==> config.mk <==
export PLATFORM = sky130hd
export DESIGN_NAME = btn_irq_ctrl
export DESIGN_NICKNAME = d
export VERILOG_FILES = /design/src/rtl/btn_irq_ctrl.sv
export SDC_FILE = /design/constraint.sdc
export NUM_CORES = 1
export LEC_CHECK = 0
export BUFFER_PORTS_ARGS = -buffer_cell sky130_fd_sc_hd__buf_4
export CORE_ASPECT_RATIO = 0.7
export CORE_MARGIN = 3
export CORE_UTILIZATION = 33
export DETAILED_ROUTE_END_ITERATION = 10
export PLACE_DENSITY = 0.85
export SLEW_MARGIN = 15
export SYNTH_ARGS = -nofsm -noshare
export SYNTH_HDL_FRONTEND = slang
export SYNTH_SLANG_ARGS = --single-unit
==> constraint.sdc <==
create_clock -name clk -period 1.35 [get_ports clk]
set_input_delay 0.27 -clock clk [delete_from_list [all_inputs] [get_ports clk]]
set_output_delay 0.27 -clock clk [all_outputs]
set_load 0.05 [all_outputs]
==> src/rtl/btn_irq_ctrl.sv <==
// Push-button interrupt source: 2-flop sync, optional debounce, edge -> pending -> irq.
// Define BTN_IRQ_CTRL_DEBOUNCE_EN to build the DEB_CYCLES debounce filter.
module btn_irq_ctrl #(
   parameter int N_SRC      = 4,
   parameter int IRQ_BASE   = 8,
   parameter int DEB_CYCLES = 50000
) (
   input  logic             clk,
   input  logic             resetn,
   input  logic             enable,
   input  logic             mem_valid,
   output logic             mem_ready,
   input  logic             mem_instr,
   input  logic [3:0]       mem_wstrb,
   input  logic [31:0]      mem_wdata,
   input  logic [31:0]      mem_addr,
   output logic [31:0]      mem_rdata,
   input  logic [N_SRC-1:0] btn_n,
   output logic [31:0]      irq,
   input  logic [31:0]      eoi
);

   localparam logic [1:0] REG_PENDING = 2'd0;
   localparam logic [1:0] REG_MASK    = 2'd1;
   localparam logic [1:0] REG_LEVEL   = 2'd2;
   localparam logic [1:0] REG_POL     = 2'd3;

   logic [N_SRC-1:0] sync1_q, sync1_d;
   logic [N_SRC-1:0] sync2_q, sync2_d;
   logic [N_SRC-1:0] s;
   logic [N_SRC-1:0] deb_q, deb_d;
   logic [N_SRC-1:0] deb_prev_q, deb_prev_d;
   logic [N_SRC-1:0] pending_q, pending_d;
   logic [N_SRC-1:0] mask_q, mask_d;
   logic [N_SRC-1:0] pol_q, pol_d;
   logic [31:0]      irq_q, irq_d;
   logic             mem_ready_q, mem_ready_d;
   logic [31:0]      mem_rdata_q, mem_rdata_d;

   logic [N_SRC-1:0] rise, fall, ev, clr;
   logic [N_SRC-1:0] eoi_src, wr_byte;
   logic             acc, wr_en;
   logic [1:0]       reg_sel;
   logic [31:0]      rd_val;

   // ---------------- synchroniser ----------------
   always_comb begin
      sync1_d = btn_n;
      sync2_d = sync1_q;
   end

   assign s = ~sync2_q;

   // ---------------- debounce ----------------
`ifdef BTN_IRQ_CTRL_DEBOUNCE_EN
   localparam int CNT_W = $clog2(DEB_CYCLES);
   localparam logic [CNT_W-1:0] CNT_LAST = CNT_W'(DEB_CYCLES - 1);

   for (genvar gi = 0; gi < N_SRC; gi++) begin : g_deb
      logic [CNT_W-1:0] cnt_q, cnt_d;
      logic             deb_bit_d;

      // Counter stops at CNT_LAST and restarts, so it can never wrap.
      always_comb begin
         cnt_d     = cnt_q;
         deb_bit_d = deb_q[gi];
         if (s[gi] == deb_q[gi]) begin
            cnt_d = '0;
         end else if (cnt_q == CNT_LAST) begin
            deb_bit_d = s[gi];
            cnt_d     = '0;
         end else begin
            cnt_d = cnt_q + 1'b1;
         end
      end

      always_ff @(posedge clk or negedge resetn) begin
         if (!resetn) begin
            cnt_q <= '0;
         end else begin
            cnt_q <= cnt_d;
         end
      end

      assign deb_d[gi] = deb_bit_d;
   end
`else
   assign deb_d = s;
`endif

   // ---------------- edge detect ----------------
   always_comb begin
      deb_prev_d = deb_q;
      rise       = deb_q & ~deb_prev_q;
      fall       = ~deb_q & deb_prev_q;
      ev         = (rise & ~pol_q) | (fall & pol_q);
   end

   // ---------------- bus decode ----------------
   assign acc     = enable & mem_valid & ~mem_ready_q;
   assign wr_en   = acc & mem_wstrb[0];
   assign reg_sel = mem_addr[3:2];
   assign wr_byte = mem_wdata[N_SRC-1:0];
   assign eoi_src = eoi[IRQ_BASE +: N_SRC];

   always_comb begin
      rd_val = '0;
      case (reg_sel)
         REG_PENDING: rd_val[N_SRC-1:0] = pending_q;
         REG_MASK:    rd_val[N_SRC-1:0] = mask_q;
         REG_LEVEL:   rd_val[N_SRC-1:0] = deb_q;
         REG_POL:     rd_val[N_SRC-1:0] = pol_q;
         default:     rd_val = '0;
      endcase
      mem_ready_d = acc;
      mem_rdata_d = acc ? rd_val : '0;
   end

   // ---------------- pending / mask / pol / irq ----------------
   always_comb begin
      clr = eoi_src;
      if (wr_en && (reg_sel == REG_PENDING)) begin
         clr = clr | wr_byte;
      end
      // A new event in the same cycle as a clear keeps the bit set.
      pending_d = (pending_q & ~clr) | ev;

      mask_d = mask_q;
      if (wr_en && (reg_sel == REG_MASK)) begin
         mask_d = wr_byte;
      end

      pol_d = pol_q;
      if (wr_en && (reg_sel == REG_POL)) begin
         pol_d = wr_byte;
      end

      irq_d = '0;
      irq_d[IRQ_BASE +: N_SRC] = pending_q & mask_q;
   end

   always_ff @(posedge clk or negedge resetn) begin
      if (!resetn) begin
         sync1_q     <= '1;
         sync2_q     <= '1;
         deb_q       <= '0;
         deb_prev_q  <= '0;
         pending_q   <= '0;
         mask_q      <= '0;
         pol_q       <= '0;
         irq_q       <= '0;
         mem_ready_q <= 1'b0;
         mem_rdata_q <= '0;
      end else begin
         sync1_q     <= sync1_d;
         sync2_q     <= sync2_d;
         deb_q       <= deb_d;
         deb_prev_q  <= deb_prev_d;
         pending_q   <= pending_d;
         mask_q      <= mask_d;
         pol_q       <= pol_d;
         irq_q       <= irq_d;
         mem_ready_q <= mem_ready_d;
         mem_rdata_q <= mem_rdata_d;
      end
   end

   assign irq       = irq_q;
   assign mem_ready = mem_ready_q;
   assign mem_rdata = mem_rdata_q;

   // Fetch flag, upper byte lanes and out-of-range address/eoi bits have no effect.
   logic unused_inputs;
   assign unused_inputs = ^{mem_instr, mem_wstrb[3:1], mem_wdata, mem_addr[31:4],
                            mem_addr[1:0], eoi, (DEB_CYCLES > 1)};

endmodule

==> results of run 1 <==
==> cell families (layout without fill, tap and decap cells) <==
logic type	Yosys count	count (layout)	share of synthesized area
buffers and inverters	67	51	0.260
flip-flops	37	37	0.511
AND/OR/NAND/NOR	25	25	0.0977
multiplexers	12	12	0.107
AO/OA/AOI/OAI	4	4	0.0225
other	1	56	0.00205
==> power by group through the flow <==
stage	Combinational [mW]	Clock, mW	Sequential [mW]
finish	0.800	0.797	1.33
global route	0.844	0.883	1.35
CTS	0.802	0.827	1.33
detailed placement	0.797	0	1.35
global placement	0.784	0	1.34
floorplan	0.676	0	1.43
==> sequential cells by signal, summed over array words and instances (netlist names) <==
signal,cells
deb_prev_q,4
mask_q,4
sync2_q,4
sync1_q,4
deb_prev_d,4
irq,4
mem_ready,1
pol_q,4
pending_q,4
mem_rdata,4
==> final cells by class <==
cell class / count / area [µm²] / share of cell area
inverter: 9 / 33.8 / 0.0164
clock buffer: 7 / 86.3 / 0.0418
multi-input combinational: 97 / 646 / 0.313
timing repair buffer: 34 / 265 / 0.128
sequential: 37 / 937 / 0.454
clock inverter: 1 / 7.51 / 0.00363
tap: 72 / 90.1 / 0.0436
==> metrics by stage <==
stage / cell area [µm²] / power, mW / util / TNS [ns] / cells
finish: 2070 / 2.93 / 0.389 / -0.882 / 257
global route: 2070 / 3.08 / 0.389 / -1.31 / 257
CTS: 2070 / 2.96 / 0.389 / -0.880 / 257
detailed placement: 1950 / 2.15 / 0.367 / -0.748 / 248
global placement: 1950 / 2.13 / 0.367 / -0.515 / 248
floorplan: 2050 / 2.10 / - / -1.70 / 201
==> critical path, delay by kind of cell (launching register included) <==
kind                   cells  cell delay [ns]
and+or+nand+nor            2             0.56
buffers and inverters      1             0.10
DFF                        1             0.40
muxes                      1             0.29
==> worst max-delay path by stage <==
stage	start	endpoint	slack (ns)	cells past startpoint
after floorplan	mem_ready$_DFF_PN0_	pol_q[0]$_DFFE_PN0P_	-0.23	4
after global placement	mem_ready$_DFF_PN0_	pol_q[3]$_DFFE_PN0P_	-0.09	4
after detailed placement	mem_ready$_DFF_PN0_	pol_q[0]$_DFFE_PN0P_	-0.10	4
after CTS	mem_ready$_DFF_PN0_	pol_q[3]$_DFFE_PN0P_	-0.12	4
after global routing	mem_ready$_DFF_PN0_	pol_q[3]$_DFFE_PN0P_	-0.17	4
final	mem_ready$_DFF_PN0_	pol_q[3]$_DFFE_PN0P_	-0.12	4
==> cells in the final DEF (no fill, tap or decap), types with 2 or more instances in the layout <==
master and count:
buf_4 31, or3b_2 3, mux2_4 8, mux4_2 4
clkbuf_8 6, nor2b_1 4, and2_1 4, dfstp_2 8
inv_1 9, nand3_1 4, conb_1 56, nand3b_1 4
dfrtp_1 28, buf_6 2, a311o_1 3
==> what timing repair did <==
item / 4_1_cts / 5_1_grt
endpoints found under the setup margin: 9 / 9
pin swaps: 0 / 0
buffers inserted: 0 / 0
hold buffers: 1 / 0
hold endpoints to repair: 29 / 0
gates resized for setup: 3 / 0
==> per-layer routing <==
layer  share of wire  vias to the layer above
met5               0                        -
met4           0.032                        0
met3           0.077                       10
met2            0.49                       41
met1            0.40                      449
li1                -                      442
==> flow_summary.toml, run 1 <==
[synthesis]
netlist.area_leader.share = 0.396
yosys_warnings = 0
ys_top_cells_by_count = "56 x buf_4, 29 x dfrtp_1, 9 x inv_1, 8 x dfstp_2"
yosys_register_bits = 37
synth_area_leaders = "dfrtp_1 40%, buf_4 23%, dfstp_2 11%, mux4_2 4.9%, mux2_4 3.3%"
synth_cells = 146
synth_top_area_cell = "dfrtp_1"
synth_area_um2 = 1830
yosysUniqueCellTypes = 22
synth_edf_count = 0
synth_most_common_cell = "buf_4"
ys_seq_area_frac = 0.511
ys.flop_type = "dfrtp_1"
synthArstFlopShare = 1.00
synth.avg_cell_area_um2 = 12.5

[drt]
vias_per_cell = 3.67
first_iter_violations = 45
wl_per_cell_um = 11.3
num_vias = 942
drtAntennaViolNets = 0
route.detailed.drc = 0
first_pass_iters = 4
wl_um = 2900

[critical_path]
cp.arrival_ns = 1.64
required_ns = 1.52
cp_cell_sequence = "and4b_4 -> and3_4 -> buf_6 -> mux2_4"
crit_type = "reg2reg"
r2r_end = "pol_q[3]$_DFFE_PN0P_"
timing.rr.start = "mem_ready$_DFF_PN0_"
path_max_fanout = 4
reg2reg_depth = 4
cp_slowest_stage_delay_ns = 0.40
cp-start-kind = "register"
end_kind = "register"
ff2ff_setup_slack_ns = -0.12
critPathSlowestCell = "dfrtp_2"

[pwr]
comb_power_share = 0.273
power_density_nw_per_um2 = 1420
clkPwrFrac = 0.272
p_int_mw = 1.91
p_leak_nw = 1.04
ir_drop_v = 0.000438
switchingPower_mw = 1.02
swShare = 0.348
p_seq_frac = 0.455

[floorplanning]
core_um2 = 5310
die_area_um2 = 6500
rows = 22
die_h_um = 68.3
io_pins = 174
initial_core_util = 0.345
die_x_um = 95.1

[finish]
synthToLayoutAreaGrowth_pct = 12.8
drive_above_1_share = 0.368
fillers = 517
nets = 293
antenna_cells = 0

[timing]
hold-worst-slack_ns = 0.0858
finalSetupViolCount = 9
fmax_mhz = 681
drv_slew = 0
post-route-period-util = 1.09
rsz0062_at_grt = "yes"
skew_ns = 0.0153
final_hold_viol_count = 0
finalCriticalPeriod_ns = 1.47
fin_ws_ns = -0.119

[hold_path]
holdCritPathClass = "in2reg"
hp-start = "btn_n[2]"
whs_path_depth = 1
min_to = "sync1_q[2]$_DFF_PN1_"

[clock_tree]
h-tree-depth = 2
numCtsBuffers = 5
clock-sinks = 37
cts_root_buffer = "clkbuf_8"
clk_latency_ns = 0.30
cts.reportedPaths.clkPinSlew_ns = 0.08
cts_tree = "built"
clk_path_buf_depth = 2

[grt]
antenna_found_initial = 0
grt-busiest-layer = "met2"
grt_start_max_net_pins = 38
grt_use_met1 = 0.109
grtUsageMet2 = 0.140
grt.overflow.total = 0
grt_pass1_vias = 887
grt_usage = 0.0921
gr-usage-met3 = 0.0341
grt_pass1_wl_um = 4240

[placement]
place.gp.congestion = 0.750
place_ws_ns = -0.104
dp_hpwl_um = 2180
portBuffers = 27

[status]
failed_checks = "negative setup slack"
status = "complete, but fails checks"

[job]
maxCapViolations = 0
(Power assumes the default switching activity.)
==> run 2, diff against run 1 <==
--- a/config.mk
+++ b/config.mk
@@ -11,6 +11,7 @@
 export CORE_UTILIZATION = 33
 export DETAILED_ROUTE_END_ITERATION = 10
 export PLACE_DENSITY = 0.85
+export RECOVER_POWER = 50
 export SLEW_MARGIN = 15
 export SYNTH_ARGS = -nofsm -noshare
 export SYNTH_HDL_FRONTEND = slang
==> flow_summary.toml, run 2 (synthesis gave the netlist of run 1 again) <==
[grt]
grt_pass1_vias = 887
antenna_found_initial = 0
grt_usage = 0.0921
grt_start_max_net_pins = 38
grt_pass1_wl_um = 4240
grt.overflow.total = 0

[job]
maxCapViolations = 0

[floorplanning]
die_x_um = 95.1
die_area_um2 = 6500
rows = 22
core_um2 = 5310
die_h_um = 68.3
initial_core_util = 0.345
io_pins = 174

[timing]
fmax_mhz = 681
post-route-period-util = 1.09
rsz0062_at_grt = "yes"
worst_slew_pin_slew_ns = 0.791
finalSetupTns_ns = -0.884
finalSetupViolCount = 9
finalCriticalPeriod_ns = 1.47
relSlewSlack = 0.473
hold-worst-slack_ns = 0.0875
final_hold_viol_count = 0
skew_ns = 0.0158
fin_ws_ns = -0.119
drv_slew = 0

[critical_path]
timing.critical_path.from = "mem_ready$_DFF_PN0_"
cp_num_cells = 4
timing.rr.start = "mem_ready$_DFF_PN0_"
cp-start-kind = "register"
path_max_fanout = 4
cp-endpoint = "pol_q[3]$_DFFE_PN0P_"
ff2ff_setup_slack_ns = -0.12
end_kind = "register"
critPathBufInv = 1
cp_cell_sequence = "and4b_4 -> and3_4 -> buf_6 -> mux2_4"
crit_type = "reg2reg"
critPathSlowestCell = "dfrtp_2"
reg2reg_depth = 4
crit_family = "simple AND/OR/NAND/NOR gates"
required_ns = 1.52
r2r_end = "pol_q[3]$_DFFE_PN0P_"
cp_slowest_stage_delay_ns = 0.40
cp.arrival_ns = 1.64

[pwr]
p_int_mw = 1.91
swShare = 0.348
comb_power_share = 0.272
switchingPower_mw = 1.02
p_seq_frac = 0.455
p_leak_nw = 1.04
clkPwrFrac = 0.273
p_total_mw = 2.93
ir_drop_v = 0.000437
power_density_nw_per_um2 = 1420

[placement]
place.gp.congestion = 0.750
dpl_cell_area_um2 = 1950
dp_hpwl_um = 2180
portBuffers = 27

[clock_tree]
h-tree-depth = 2
numCtsBuffers = 5
clk_latency_ns = 0.30
clk_path_buf_depth = 2
cts_tree = "built"
cts.reportedPaths.clkPinSlew_ns = 0.08
clock-sinks = 37
cts_root_buffer = "clkbuf_8"

[drt]
vias_per_cell = 3.68
wl_um = 2880
first_pass_iters = 4
drtAntennaViolNets = 0
first_iter_violations = 51
wl_per_cell_um = 11.2
num_vias = 946
route.detailed.drc = 0

[finish]
antenna_cells = 0
final_area_um2 = 2060
nets = 293
drive_above_1_share = 0.368
final_common_cell = "conb_1"
synthToLayoutAreaGrowth_pct = 12.6
final_cell_mix = "56 x conb_1, 28 x dfrtp_1, 26 x buf_4"

[hold_path]
holdCritPathClass = "in2reg"
hp-start = "btn_n[3]"

[status]
failed_checks = "negative setup slack"
status = "complete, but fails checks"
==> run 2: how the worst min path moves through the flow <==
stage	to	slack, ns	cells after the start
after floorplan	deb_prev_d[0]$_DFF_PN0_	-0.03	0
after global placement	mem_rdata[1]$_DFF_PN0_	0.25	1
after detailed placement	irq[9]$_DFF_PN0_	0.26	1
after CTS	sync1_q[2]$_DFF_PN1_	0.07	1
after global routing	sync1_q[2]$_DFF_PN1_	0.07	1
final	sync1_q[3]$_DFF_PN1_	0.09	1
==> run 2: stage by stage <==
stage                     setup slack (ns)   util  cells
final                               -0.119  0.388    257
after global routing                -0.172  0.388    257
after CTS                           -0.116  0.389    257
after detailed placement            -0.104  0.367    248
after global placement             -0.0880  0.367    248
after floorplan                     -0.228      -    201
==> run 2: timing repair <==
item / in CTS / in global routing
hold buffers: 1 / 0
pin swaps: 0 / 0
endpoints found under the setup margin: 9 / 9
gates cloned: 0 / 0
setup buffers: 0 / 0
resized for setup: 3 / 0
endpoints found under the hold margin: 29 / 0
==> run 2: area by class of cell <==
class | instances | area [µm²]
inverter | 9 | 33.8
multi-input combinational | 97 | 646
tap | 72 | 90.1
fill | 516 | 3250
sequential | 37 | 937
clock buffer | 7 | 86.3
clock inverter | 1 | 7.51
timing repair buffer | 34 | 263
==> run 2: power by group through the flow <==
| stage | Combinational [mW] | Sequential (mW) | Clock (mW) |
|---|---|---|---|
| final | 0.797 | 1.33 | 0.799 |
| after global routing | 0.841 | 1.35 | 0.883 |
| after CTS | 0.802 | 1.33 | 0.827 |
| after detailed placement | 0.797 | 1.35 | 0 |
| after global placement | 0.784 | 1.34 | 0 |
| after floorplan | 0.676 | 1.43 | 0 |
==> run 2: layer usage <==
metal / up-vias / track usage / part of all wire
li1: 442 / - / -
met1: 453 / 0.109 / 0.40
met2: 41 / 0.140 / 0.49
met3: 10 / 0.0341 / 0.078
met4: 0 / 0.0665 / 0.032
met5: - / 0 / 0
==> run 3, diff against run 2 <==
--- a/config.mk
+++ b/config.mk
@@ -16,3 +16,4 @@
 export SYNTH_ARGS = -nofsm -noshare
 export SYNTH_HDL_FRONTEND = slang
 export SYNTH_SLANG_ARGS = --single-unit
+export TNS_END_PERCENT = 1
==> flow_summary.toml, run 3 (synthesis gave the netlist of run 1 again) <==
[floorplanning]
core_um2 = 5310
initial_core_util = 0.345
die_area_um2 = 6500
io_pins = 174
die_x_um = 95.1
rows = 22
die_h_um = 68.3

[timing]
worst_slew_pin_slew_ns = 0.806
fmax_mhz = 685
fin_ws_ns = -0.109
finalCriticalPeriod_ns = 1.46
rsz0062_at_grt = "yes"
finalSetupTns_ns = -0.832
relSlewSlack = 0.463
finalSetupViolCount = 10
drv_slew = 0
final_hold_viol_count = 0
post-route-period-util = 1.08
hold-worst-slack_ns = 0.0780
skew_ns = 0.00913

[critical_path]
cp.arrival_ns = 1.65
path_max_fanout = 4
crit_type = "reg2reg"
end_kind = "register"
required_ns = 1.54
cp-start-kind = "register"

[drt]
drtAntennaViolNets = 0
num_vias = 940
wl_per_cell_um = 10.9
first_iter_violations = 23
vias_per_cell = 3.64
first_pass_iters = 4
route.detailed.drc = 0
wl_um = 2820

[finish]
fillers = 515
register_area_um2 = 937
final_cell_mix = "56 x conb_1, 28 x dfrtp_1, 26 x buf_4"
drive_above_1_share = 0.376
synthToLayoutAreaGrowth_pct = 14.4
nets = 294
final_area_um2 = 2100
finish.utilization = 0.394
multi_input_area_um2 = 646
final_common_cell = "conb_1"
antenna_cells = 0

[job]
maxCapViolations = 0

[status]
failed_checks = "negative setup slack"
status = "complete, but fails checks"

[placement]
portBuffers = 27
dp_hpwl_um = 2120
place.gp.congestion = 0.694
dpl_cell_area_um2 = 1930

[pwr]
p_total_mw = 3.09
power_density_nw_per_um2 = 1480
ir_drop_v = 0.000368
p_leak_nw = 1.06

[clock_tree]
cts.reportedPaths.clkPinSlew_ns = 0.08
numCtsBuffers = 5
clk_path_buf_depth = 2
cts_root_buffer = "clkbuf_8"
clk_latency_ns = 0.30
h-tree-depth = 2
cts_tree = "built"
clock-sinks = 37

[grt]
grt.overflow.total = 0
grt_start_max_net_pins = 38
antenna_found_initial = 0
grt_pass1_wl_um = 4150
grt_usage = 0.0913
grt_pass1_vias = 862

[hold_path]
holdCritPathClass = "in2reg"
-- run 3: changes by cell type in the layout (fill, tap and decap cells not counted), sizes merged --
cell	before	now
clkbuf	11	9
clkinv	0	1
bufinv	0	1
buf	29	30
-- run 3: worst max-delay path: stages (launching register included) --
cell and delay [ns]:
dfrtp_2 0.40, and4b_4 0.35, and3_4 0.20, buf_6 0.10, mux2_4 0.29
-- run 3: worst paths after layout --
path                                          end  depth (start not counted)                 start  slack (ns)
min reg2reg                  sync2_q[0]$_DFF_PN1_                          0  sync1_q[0]$_DFF_PN1_        0.36
max reg2reg                  pol_q[3]$_DFFE_PN0P_                          4   mem_ready$_DFF_PN0_       -0.11
min in group asynchronous  mem_rdata[1]$_DFF_PN0_                          2                resetn        0.60
max in group asynchronous     mem_ready$_DFF_PN0_                          2                resetn        0.20
min                          sync1_q[2]$_DFF_PN1_                          1              btn_n[2]        0.08
max                          pol_q[3]$_DFFE_PN0P_                          4   mem_ready$_DFF_PN0_       -0.11
-- run 3: timing repair --
item                                    4_1_cts  5_1_grt
pin swaps                                     1        0
hold buffers                                  1        0
cloned                                        0        0
resized for setup                             8        0
buffers inserted                              2        0
endpoints found under the setup margin        9       10
endpoints found under the hold margin        29        0
-- run 3: cell type report --
type | count | share of cell area
sequential | 37 | 0.447
multi-input combinational | 97 | 0.308
timing repair buffer | 35 | 0.131
tap | 72 | 0.0430
clock buffer | 5 | 0.0328
clock inverter | 3 | 0.0221
inverter | 9 | 0.0161
-- run 3: metal layers --
layer | routed length, µm | track usage
met5 | 0 | 0
met4 | 63 | 0.0540
met3 | 229 | 0.0396
met2 | 1410 | 0.132
met1 | 1120 | 0.114
-- run 3: per-stage QoR --
| step | setup WS, ns | instances |
|---|---|---|
| floorplan | -0.229 | 201 |
| global placement | -0.105 | 247 |
| detailed placement | -0.121 | 247 |
| CTS | -0.106 | 258 |
| global route | -0.154 | 258 |
| finish | -0.109 | 258 |
-- run 3: power by group --
group | internal (mW) | total, mW | switching [mW]
Combinational | 0.247 | 0.798 | 0.551
Clock | 0.552 | 0.966 | 0.414
Sequential | 1.25 | 1.33 | 0.0818
Total | 2.05 | 3.09 | 1.05
